## src/rtl/matmul_tile_ctrl.sv

```systemverilog
// rtl/matmul_tile_ctrl.sv - 2x2-tile sequencer for the NxN matrix-multiply datapath
//
// Ports:
//   clk, reset        rising-edge clock, synchronous active-high reset
//   start             begin a full multiply (sampled only in IDLE)
//   busy, done        host handshake: busy outside IDLE, done pulses in the final cycle
//   agen_rst          restart pulse to the address generator (tile 0, k=0)
//   agen_load         address generator Load, one k-step per high cycle
//   acc_clr           clear the four tile accumulators
//   mac_en            operands valid, accumulate (agen_load delayed by 1+RD_LAT)
//   c_we, c_sel       C RAM write enable and result select (0..3 within the tile)
//   c_addr            C write address, row*N+col
//   tile_i, tile_j    current tile origin (even values)
module matmul_tile_ctrl #(
    parameter int N       = 8,
    parameter int RD_LAT  = 1,
    parameter int MAC_LAT = 1,
    parameter int AW      = 6
) (
    input  logic                 clk,
    input  logic                 reset,
    input  logic                 start,
    output logic                 busy,
    output logic                 done,
    output logic                 agen_rst,
    output logic                 agen_load,
    output logic                 acc_clr,
    output logic                 mac_en,
    output logic                 c_we,
    output logic [1:0]           c_sel,
    output logic [AW-1:0]        c_addr,
    output logic [$clog2(N)-1:0] tile_i,
    output logic [$clog2(N)-1:0] tile_j
);

    localparam int TW = $clog2(N);
    // Drain covers the generator's address register, RAM read latency and the MAC update.
    localparam int D  = 1 + RD_LAT + MAC_LAT;
    localparam int CW = $clog2(N + D + 4) + 1;

    typedef enum logic [2:0] {
        S_IDLE, S_INIT, S_CLR, S_ISSUE, S_DRAIN, S_WRITE, S_DONE
    } state_t;

    state_t          state, state_nx;
    logic [CW-1:0]   cnt, cnt_nx;
    logic [TW-1:0]   ti_nx, tj_nx;
    logic [1:0]      sel_nx;
    logic [TW-1:0]   row_nx, col_nx;
    logic [AW-1:0]   addr_nx;
    logic [RD_LAT:0] load_pipe;

    // mac_en is the tail of a 1+RD_LAT stage delay line fed by agen_load.
    assign mac_en = load_pipe[RD_LAT];

    always_comb begin
        state_nx = state;
        ti_nx    = tile_i;
        tj_nx    = tile_j;
        case (state)
            S_IDLE: begin
                if (start) begin
                    state_nx = S_INIT;
                    ti_nx    = '0;
                    tj_nx    = '0;
                end
            end
            S_INIT:  state_nx = S_CLR;
            S_CLR:   state_nx = S_ISSUE;
            S_ISSUE: if (cnt == CW'(N - 1)) state_nx = S_DRAIN;
            S_DRAIN: if (cnt == CW'(D - 1)) state_nx = S_WRITE;
            S_WRITE: begin
                if (cnt == CW'(3)) begin
                    if (tile_j < TW'(N - 2)) begin
                        tj_nx    = tile_j + TW'(2);
                        state_nx = S_CLR;
                    end else if (tile_i < TW'(N - 2)) begin
                        tj_nx    = '0;
                        ti_nx    = tile_i + TW'(2);
                        state_nx = S_CLR;
                    end else begin
                        state_nx = S_DONE;
                    end
                end
            end
            S_DONE:  state_nx = S_IDLE;
            default: state_nx = S_IDLE;
        endcase

        // Counter restarts on every state change and only runs in the timed states.
        cnt_nx = '0;
        if (state_nx == state &&
            (state == S_ISSUE || state == S_DRAIN || state == S_WRITE)) begin
            cnt_nx = cnt + CW'(1);
        end

        sel_nx  = (state_nx == S_WRITE) ? cnt_nx[1:0] : 2'd0;
        row_nx  = ti_nx + TW'(sel_nx[1]);
        col_nx  = tj_nx + TW'(sel_nx[0]);
        addr_nx = AW'(row_nx) * AW'(N) + AW'(col_nx);
    end

    // Outputs are registered decodes of the next state, so each strobe is
    // high exactly during the state it belongs to.
    always_ff @(posedge clk) begin
        if (reset) begin
            state     <= S_IDLE;
            cnt       <= '0;
            tile_i    <= '0;
            tile_j    <= '0;
            busy      <= 1'b0;
            done      <= 1'b0;
            agen_rst  <= 1'b0;
            agen_load <= 1'b0;
            acc_clr   <= 1'b0;
            c_we      <= 1'b0;
            c_sel     <= 2'd0;
            c_addr    <= '0;
            load_pipe <= '0;
        end else begin
            state     <= state_nx;
            cnt       <= cnt_nx;
            tile_i    <= ti_nx;
            tile_j    <= tj_nx;
            busy      <= (state_nx != S_IDLE);
            done      <= (state_nx == S_DONE);
            agen_rst  <= (state_nx == S_INIT);
            agen_load <= (state_nx == S_ISSUE);
            acc_clr   <= (state_nx == S_CLR);
            c_we      <= (state_nx == S_WRITE);
            c_sel     <= sel_nx;
            c_addr    <= (state_nx == S_WRITE) ? addr_nx : '0;
            load_pipe[0] <= agen_load;
            for (int s = 1; s <= RD_LAT; s++) begin
                load_pipe[s] <= load_pipe[s-1];
            end
        end
    end

endmodule

```

## config.mk

```make
export PLATFORM = sky130hd
export DESIGN_NAME = matmul_tile_ctrl
export DESIGN_NICKNAME = d
export VERILOG_FILES = /design/src/rtl/matmul_tile_ctrl.sv
export SDC_FILE = /design/constraint.sdc
export NUM_CORES = 1
export LEC_CHECK = 0
export CAP_MARGIN = 20
export CORE_MARGIN = 4
export CORE_UTILIZATION = 50
export DETAILED_ROUTE_END_ITERATION = 10
export PLACE_DENSITY = 0.77
export SYNTH_ARGS = -nofsm -noshare
export SYNTH_HDL_FRONTEND = slang
export SYNTH_SLANG_ARGS = --single-unit
```

## constraint.sdc

```tcl
create_clock -name clk -period 2.33 [get_ports clk]
set_input_delay 0.699 -clock clk [delete_from_list [all_inputs] [get_ports clk]]
set_output_delay 0.699 -clock clk [all_outputs]
set_load 0.005 [all_outputs]
```

==> impl_results.md <==
* Global route overflow at 0
* Post-synthesis instance total at around 130
* Met3 usage in global routing at 0.07456
* Minimum clock period at 2.067 ns
* Clock Pin Slew Worst Setup and Hold Paths at 0.10 ns
* Core ar. at 2477 sq um
* TritonCTS clock tree: done
* Setup TNS at 0 ns
* Complex-gate fraction of the synthesized area at 0.09478
* Post-synthesis sequential area ratio at 0.4642
* Final Non-Filler Cells at 190
* Vias in the first global route at 961
* Simple-Gate Fraction of Synth Area at 0.2998
* Xor/xnor share of the synthesized area at 0.02031
* Library cells used by synthesis at 40
* Placer Congestion at 0.8195
* Min-Delay Startpoint: load_pipe[0]
* Per-cell routed wire length at 13.75 microns
* Root Buffer: clkbuf_4
* Die span in x at 58.87 microns
* Setup Viol. Count Final at 0
* Slew Limit Fails at 0
* Area post-placement at roughly 1600 sq um
* Final instance area at 1635 sq um
* Worst Setup SP: cnt[0]
* Layer with the highest usage: met2
* # IOs at 24
* Crit path kind: reg2reg
* H-tree level count at 2
* Met1 GRT Util at 0.2210
* Startpoint Class: register
* Synth Flop Type: dfxtp_1
* Leakage at around 0.65 nW
* Largest net degree at the start of global routing at 13
* Crit Path Max Fanout at 6
* Slew @ Worst Pin at 0.4599 ns
* Post-synth top cells: dfxtp_1 (30), nor2_1 (15), ha_1 (7)
* Fin crit share at 0.8871
* Max Fclk at approximately 0.48 GHz
* Post-route ant nets at 0
* Clock Path Buffers at 2
* WL final at about 2600 microns
* Clock Latency Late Sink at around 0.34 ns
* Initial antenna violation count at 0
* Synth area leaders: dfxtp_1 (46%), ha_1 (6.8%), nor2_1 (4.4%)
* Largest family of logic cells by synthesized area: simple AND/OR/NAND/NOR gates
* Synth Area in Adders at 0.06770
* Hold-fix buffers, CTS at 0
* Max-Cap Viols at 0
* Die ar. at 3465 sq um
* Crit path DAT at 2.34 ns
* Hold Vio Cnt, Final at 0
* IO Port Bufs at 23
* Fraction of registers with async set/reset at 0
* Critical path endpoint category: register
* Die height at 58.87 microns
* DRC at 0
* Synth Register Bits at 30
* RSZ-0062 raised after global routing: no
* NumNets Final at 169
* Synth Warn # at 0
* Setup bufs post-CTS at 0
* Vias at 1,042
* DP Cell Count at 182
* CP Data Required Time at 2.61 ns
* Mux cell area share after synthesis at 0.02611
* Most frequent cell after synthesis: dfxtp_1
* Power per Cell Area at 570.7 nW/um^2
* DR vias/cell at 5.484
* Mean post-synth cell area at 10.11 sq um
* # diodes at 0
* First-pass iteration count of the detailed router at 4
* Row count at 18
* Syn-to-layout area delta at 26.40%
* DR iter-0 viols at 23
* Status: completed
* Synth Net Count at around 140
* Fraction of layout cells with a size suffix above 1 at 0.1188
* Num CTS Buffers at 5
* First-pass GRT wire length at 4491 microns
* Gr usage total at 0.1768
* Top-area cell type share of the netlist area at 0.4642
* Detail Placement HPWL at between 1500 and 2000 microns
* Peak VDD IR at around 400 uV
* Worst Skew at 0.01197 ns
* Slew margin rel. at 0.6923
* Initial Util at 0.5222
* Cts repair resizes at 0
* Worst r2r src: cnt[0]
* Post-synth EDFFs at 0
* Clock Sinks at 30
* Grt met2 use at 0.2634
* Synthesized area at around 1300 sq um
* Worst hold path class: reg2reg
* Cell type with the largest total area after synthesis: dfxtp_1
[routing by layer]
| layer | wire length (microns) | part of all wire |
|---|---|---|
| met3 | 142 | 0.054 |
| met4 | 56 | 0.021 |
| met2 | 1215 | 0.46 |
| met1 | 1198 | 0.46 |
| met5 | 0 | 0 |
[worst paths after layout]
check | to | slack [ns] | depth (start not counted)
worst max register to register | c_addr[2] | 0.26 | 7
worst max-delay path | c_addr[2] | 0.26 | 7
worst min-delay path | load_pipe[1] | 0.47 | 1
worst min register to register | load_pipe[1] | 0.47 | 1
[cells in the final DEF (no fill, tap or decap), types with 2 or more instances in the layout]
| master | n |
|---|---|
| a21oi_1 | 3 |
| a31oi_1 | 2 |
| and2_1 | 3 |
| and3_1 | 5 |
| buf_4 | 5 |
| clkbuf_4 | 5 |
| clkdlybuf4s50_1 | 23 |
| dfxtp_1 | 30 |
| ha_1 | 7 |
| inv_1 | 3 |
| mux2i_1 | 2 |
| nand2_1 | 4 |
| nand2b_1 | 3 |
| nand3_1 | 5 |
| nand3b_1 | 3 |
| nand4_1 | 3 |
| nor2_1 | 15 |
| nor2b_1 | 4 |
| nor3_1 | 6 |
| nor3b_1 | 2 |
| nor4_1 | 3 |
| o41ai_1 | 2 |
| xor2_1 | 2 |
[layout make-up]
| class | instances | area, sq um |
|---|---|---|
| fill | 203 | 842.1 |
| multi-input combinational | 91 | 658.1 |
| sequential | 30 | 600.6 |
| timing repair buffer | 28 | 267.8 |
| clock buffer | 7 | 55.05 |
| tap | 30 | 37.54 |
| inverter | 3 | 11.26 |
| clock inverter | 1 | 5.005 |
[where the power goes]
group          leakage, nW  internal [W]  switching, W
clock network       0.0353      0.000146      0.000175
registers            0.243      0.000524     0.0000124
logic                0.374     0.0000386     0.0000377
total                0.652      0.000708      0.000225
[metrics by stage]
stage | hold slack (ns) | setup WS (ns) | total power (W) | util
2_1_floorplan | 0.4138 | 0.3263 | 0.0005884 | -
3_3_place_gp | 0.4369 | 0.08587 | 0.0006215 | 0.6359
3_5_place_dp | 0.4378 | 0.03703 | 0.0006237 | 0.6359
4_1_cts | 0.4679 | 0.2775 | 0.0009425 | 0.6601
5_1_grt | 0.4788 | 0.1090 | 0.0009769 | 0.6601
6_report | 0.4652 | 0.2631 | 0.0009333 | 0.6601
[critical path, cell delays in order (launching register included)]
cell,delay (ns)
dfxtp_1,0.45
ha_1,0.21
nor4b_4,0.37
nand4_1,0.18
a32o_1,0.32
ha_1,0.21
nand3b_1,0.15
mux2i_1,0.13
[registers in the layout, indices dropped and copies added, names as in the netlist]
| name | cells |
|---|---|
| agen_rst | 1 |
| busy | 1 |
| acc_clr | 1 |
| tile_i | 3 |
| agen_load | 1 |
| state | 3 |
| load_pipe | 2 |
| c_sel | 2 |
| cnt | 5 |
| c_we | 1 |
| done | 1 |
| tile_j | 3 |
| c_addr | 6 |
[kinds of logic (layout without fill, tap and decap cells)]
| kind of cell | count (synthesis) | after routing |
|---|---|---|
| and+or+nand+nor | 63 | 63 |
| adders and majority gates | 7 | 7 |
| muxes | 3 | 3 |
| xor gates and xnor gates | 3 | 3 |
| DFF | 30 | 30 |
| buffers and inverters | 7 | 39 |
| AOI/OAI and AO/OA | 15 | 15 |
Power figures use the tool's default switching activity.
==> RTL edit (config.mk and constraints unchanged) <==
Put one more register stage on the output `c_addr`, with the module's reset. The value now appears one clock later. The other outputs are not delayed to match.
--- a/src/rtl/matmul_tile_ctrl.sv
+++ b/src/rtl/matmul_tile_ctrl.sv
@@ -41,6 +41,8 @@
     typedef enum logic [2:0] {
         S_IDLE, S_INIT, S_CLR, S_ISSUE, S_DRAIN, S_WRITE, S_DONE
     } state_t;
+
+    logic [AW-1:0] c_addr_s0;
 
     state_t          state, state_nx;
     logic [CW-1:0]   cnt, cnt_nx;
@@ -115,7 +117,7 @@
             acc_clr   <= 1'b0;
             c_we      <= 1'b0;
             c_sel     <= 2'd0;
-            c_addr    <= '0;
+            c_addr_s0 <= '0;
             load_pipe <= '0;
         end else begin
             state     <= state_nx;
@@ -129,7 +131,7 @@
             acc_clr   <= (state_nx == S_CLR);
             c_we      <= (state_nx == S_WRITE);
             c_sel     <= sel_nx;
-            c_addr    <= (state_nx == S_WRITE) ? addr_nx : '0;
+            c_addr_s0 <= (state_nx == S_WRITE) ? addr_nx : '0;
             load_pipe[0] <= agen_load;
             for (int s = 1; s <= RD_LAT; s++) begin
                 load_pipe[s] <= load_pipe[s-1];
@@ -137,5 +139,13 @@
         end
     end
 
+    always_ff @(posedge clk) begin
+        if (reset) begin
+            c_addr <= '0;
+        end else begin
+            c_addr <= c_addr_s0;
+        end
+    end
+
 endmodule
 
Formal check against the unedited RTL: same outputs for any inputs over 10 cycles, from zero or initial values and one cycle with reset high; that may be too few to reach the edited logic, so the function may still have changed.
==> RTL edit against the unedited design <==
  * Final area rose by 16%
  * Synthesized cell count is 23% higher
  * Synthesized area up 17%
  * Combinational power grew 6.6%
  * Total power increased by 12%
  * Sequential cell count grew 6
  * Hold slack got worse by 0.011 ns
  * Non-clock buffer count grew 6
  * Clock skew about the same
  * Global-route usage shrank 1.5 points
  * Via count grew 18%
  * Wire length is 18% higher
  * Setup slack got worse by 0.048 ns
  * Critical endpoint is now c_addr_s0[1]
  * Highest routed layer unchanged
==> RTL edit: results (changes against the unedited design) <==
Logic synthesis
  • Ys Warns: 0 (unchanged)
  • Top cells by area, synth: dfxtp_1 48%, ha_1 5.8%, nor2b_1 4.5% (was dfxtp_1 46%, ha_1 6.8%, nor2_1 4.4%)
  • Net Count, Synth: 167 (was 138)
  • Most frequent cell after synthesis: dfxtp_1 (unchanged)
  • Synth async-reset ratio: 0% (unchanged)
  • Sequential fraction of the synthesis area: 47.5% (was 46.4%)
  • Avg Inst Size Synth: 9.66 um2 (was 10.1 um2)
  • Synth cell count leaders: 36 x dfxtp_1, 17 x nor2_1, 11 x nor2b_1, 8 x nand2_1 (was 30 x dfxtp_1, 15 x nor2_1, 7 x ha_1, 6 x nor3_1)
  • Main synth FF type: dfxtp_1 (unchanged)
  • Post-synthesis cell type count: 40 (unchanged)

Cells and area
  • Biggest regs: c_addr x6, c_addr_s0 x6, cnt x5 (was c_addr x6, cnt x5)
  • Final std cells w/o fill: 223 (was 190)
  • Ratio of cells with drive above 1 in the final layout: 14.1% (was 11.9%)
  • NumNets Final: 201 (was 169)

Placed design
  • Port bufs: 23 (unchanged)
  • Post-placement setup slack: -0.517 ns (was 0.0370 ns)
  • RePlAce Congestion: 0.869 (was 0.820)
  • Area after DPL: 1830 um2 (was 1580 um2)
  • DP Wirelength: 2340 um (was 1950 um)

CTS
  • Clock root buffer: clkbuf_4 (unchanged)
  • Clk buf depth: 2 (unchanged)
  • Clock transition at path regs: 0.12 ns (was 0.10 ns)
  • TritonCTS buffer count: 5 (unchanged)
  • Setup bufs post-CTS: 0 (unchanged)
  • Depth of the CTS H-tree: 2 (unchanged)

Setup path
  • Critical path fanouts, max: 8 (was 6)
  • Reg2reg end: c_addr_s0[1] (was c_addr[2])
  • CP arrival: 2.37 ns (was 2.34 ns)
  • Flop2flop setup slack: 0.21 ns (was 0.26 ns)
  • Critical R2R Launch: cnt[0] (unchanged)
  • Slowest CP cell: or4_1 (was dfxtp_1)
  • Reg2Reg Depth: 7 (unchanged)
  • Crit-path max cell delay: 0.46 ns
  • CP delay by family, top: simple AND/OR/NAND/NOR gates (unchanged)

Detailed routing
  • Routed vias/inst: 5.52 (was 5.48)
  • Wirelength per Cell: 13.8 um (about the same)
  • Initial drt markers: 51 (was 23)
  • DRT Pass-1 Iters: 4 (unchanged)

Global routing
  • Largest net degree at the start of global routing: 21 (was 13)
  • Initial antenna violation count: 0 (unchanged)
  • GR Util All Layers: 16.2% (was 17.7%)
  • First-pass GRT wire length: 5130 um (was 4490 um)
  • Vias in the first global route: 1,190 (was 961)

STA
  • Clk_skew: 0.0118 ns (was 0.0120 ns)
  • Actual slew at the worst max-slew pin: 0.417 ns (was 0.460 ns)
  • Hold Slack: 0.454 ns (was 0.465 ns)

Outcome
  • Status: completed (unchanged)

Worst hold path
  • Hold Crit Class: reg -> reg (unchanged)
  • Hold Crit Start: c_addr_s0[5] (was load_pipe[0])
  • Hold depth: 1 (unchanged)
  • Hold EP: c_addr[5] (was load_pipe[1])

Pwr
  • Peak VDD IR: 450 uV (was 399 uV)
  • Static Leak: 0.000752 uW (was 0.000652 uW)
==> RTL edit: power by group <==
group / total, uW / switching, uW / internal [uW]
clock: 328 / 212 / 116
combinational: 81.3 / 42.0 / 39.3
sequential: 632 / 6.77 / 626
==> RTL edit: worst max path at each step <==
stage / from / end / slack [ns] / depth (start not counted)
after CTS: start / c_addr_s0[5] / 0.007 / 7
final: cnt[0] / c_addr_s0[1] / 0.21 / 7
after detailed placement: start / c_addr_s0[5] / -0.52 / 7
after floorplan: start / c_addr_s0[5] / 0.11 / 6
after global placement: start / c_addr_s0[5] / -0.46 / 7
after global routing: cnt[0] / c_addr_s0[5] / 0.02 / 8
==> RTL edit: metal layers <==
layer | wire [um] | up-vias | GRT usage (%)
li1 | - | 615 | -
met1 | 1390 | 581 | 18.7
met2 | 1530 | 28 | 28.2
met3 | 104 | 7 | 4.26
met4 | 53 | 0 | 6.61
met5 | 0 | - | 0
==> RTL edit: cell type report <==
type | count | area (um2)
clock buffers | 5 | 37.5
clock inverters | 3 | 18.8
fillers | 229 | 937
inverters | 6 | 22.5
multi-input cells | 108 | 738
flip-flops and latches | 36 | 721
well taps | 31 | 38.8
repair buffers | 34 | 315
==> RTL edit: what timing repair did <==
item / in CTS / in global routing
gates resized for setup: 1 / 1
endpoints found under the setup margin: 2 / 1
pin swaps: 0 / 0
gates cloned: 0 / 0
==> RTL edit: kinds of logic after synthesis <==
group / share of synthesized area [%]
simple gates: 27.7
xor+xnor: 2.31
buf+inv: 4.04
fa+ha+maj: 5.78
flops: 47.5
mux: 0.660
compound gates: 12.0
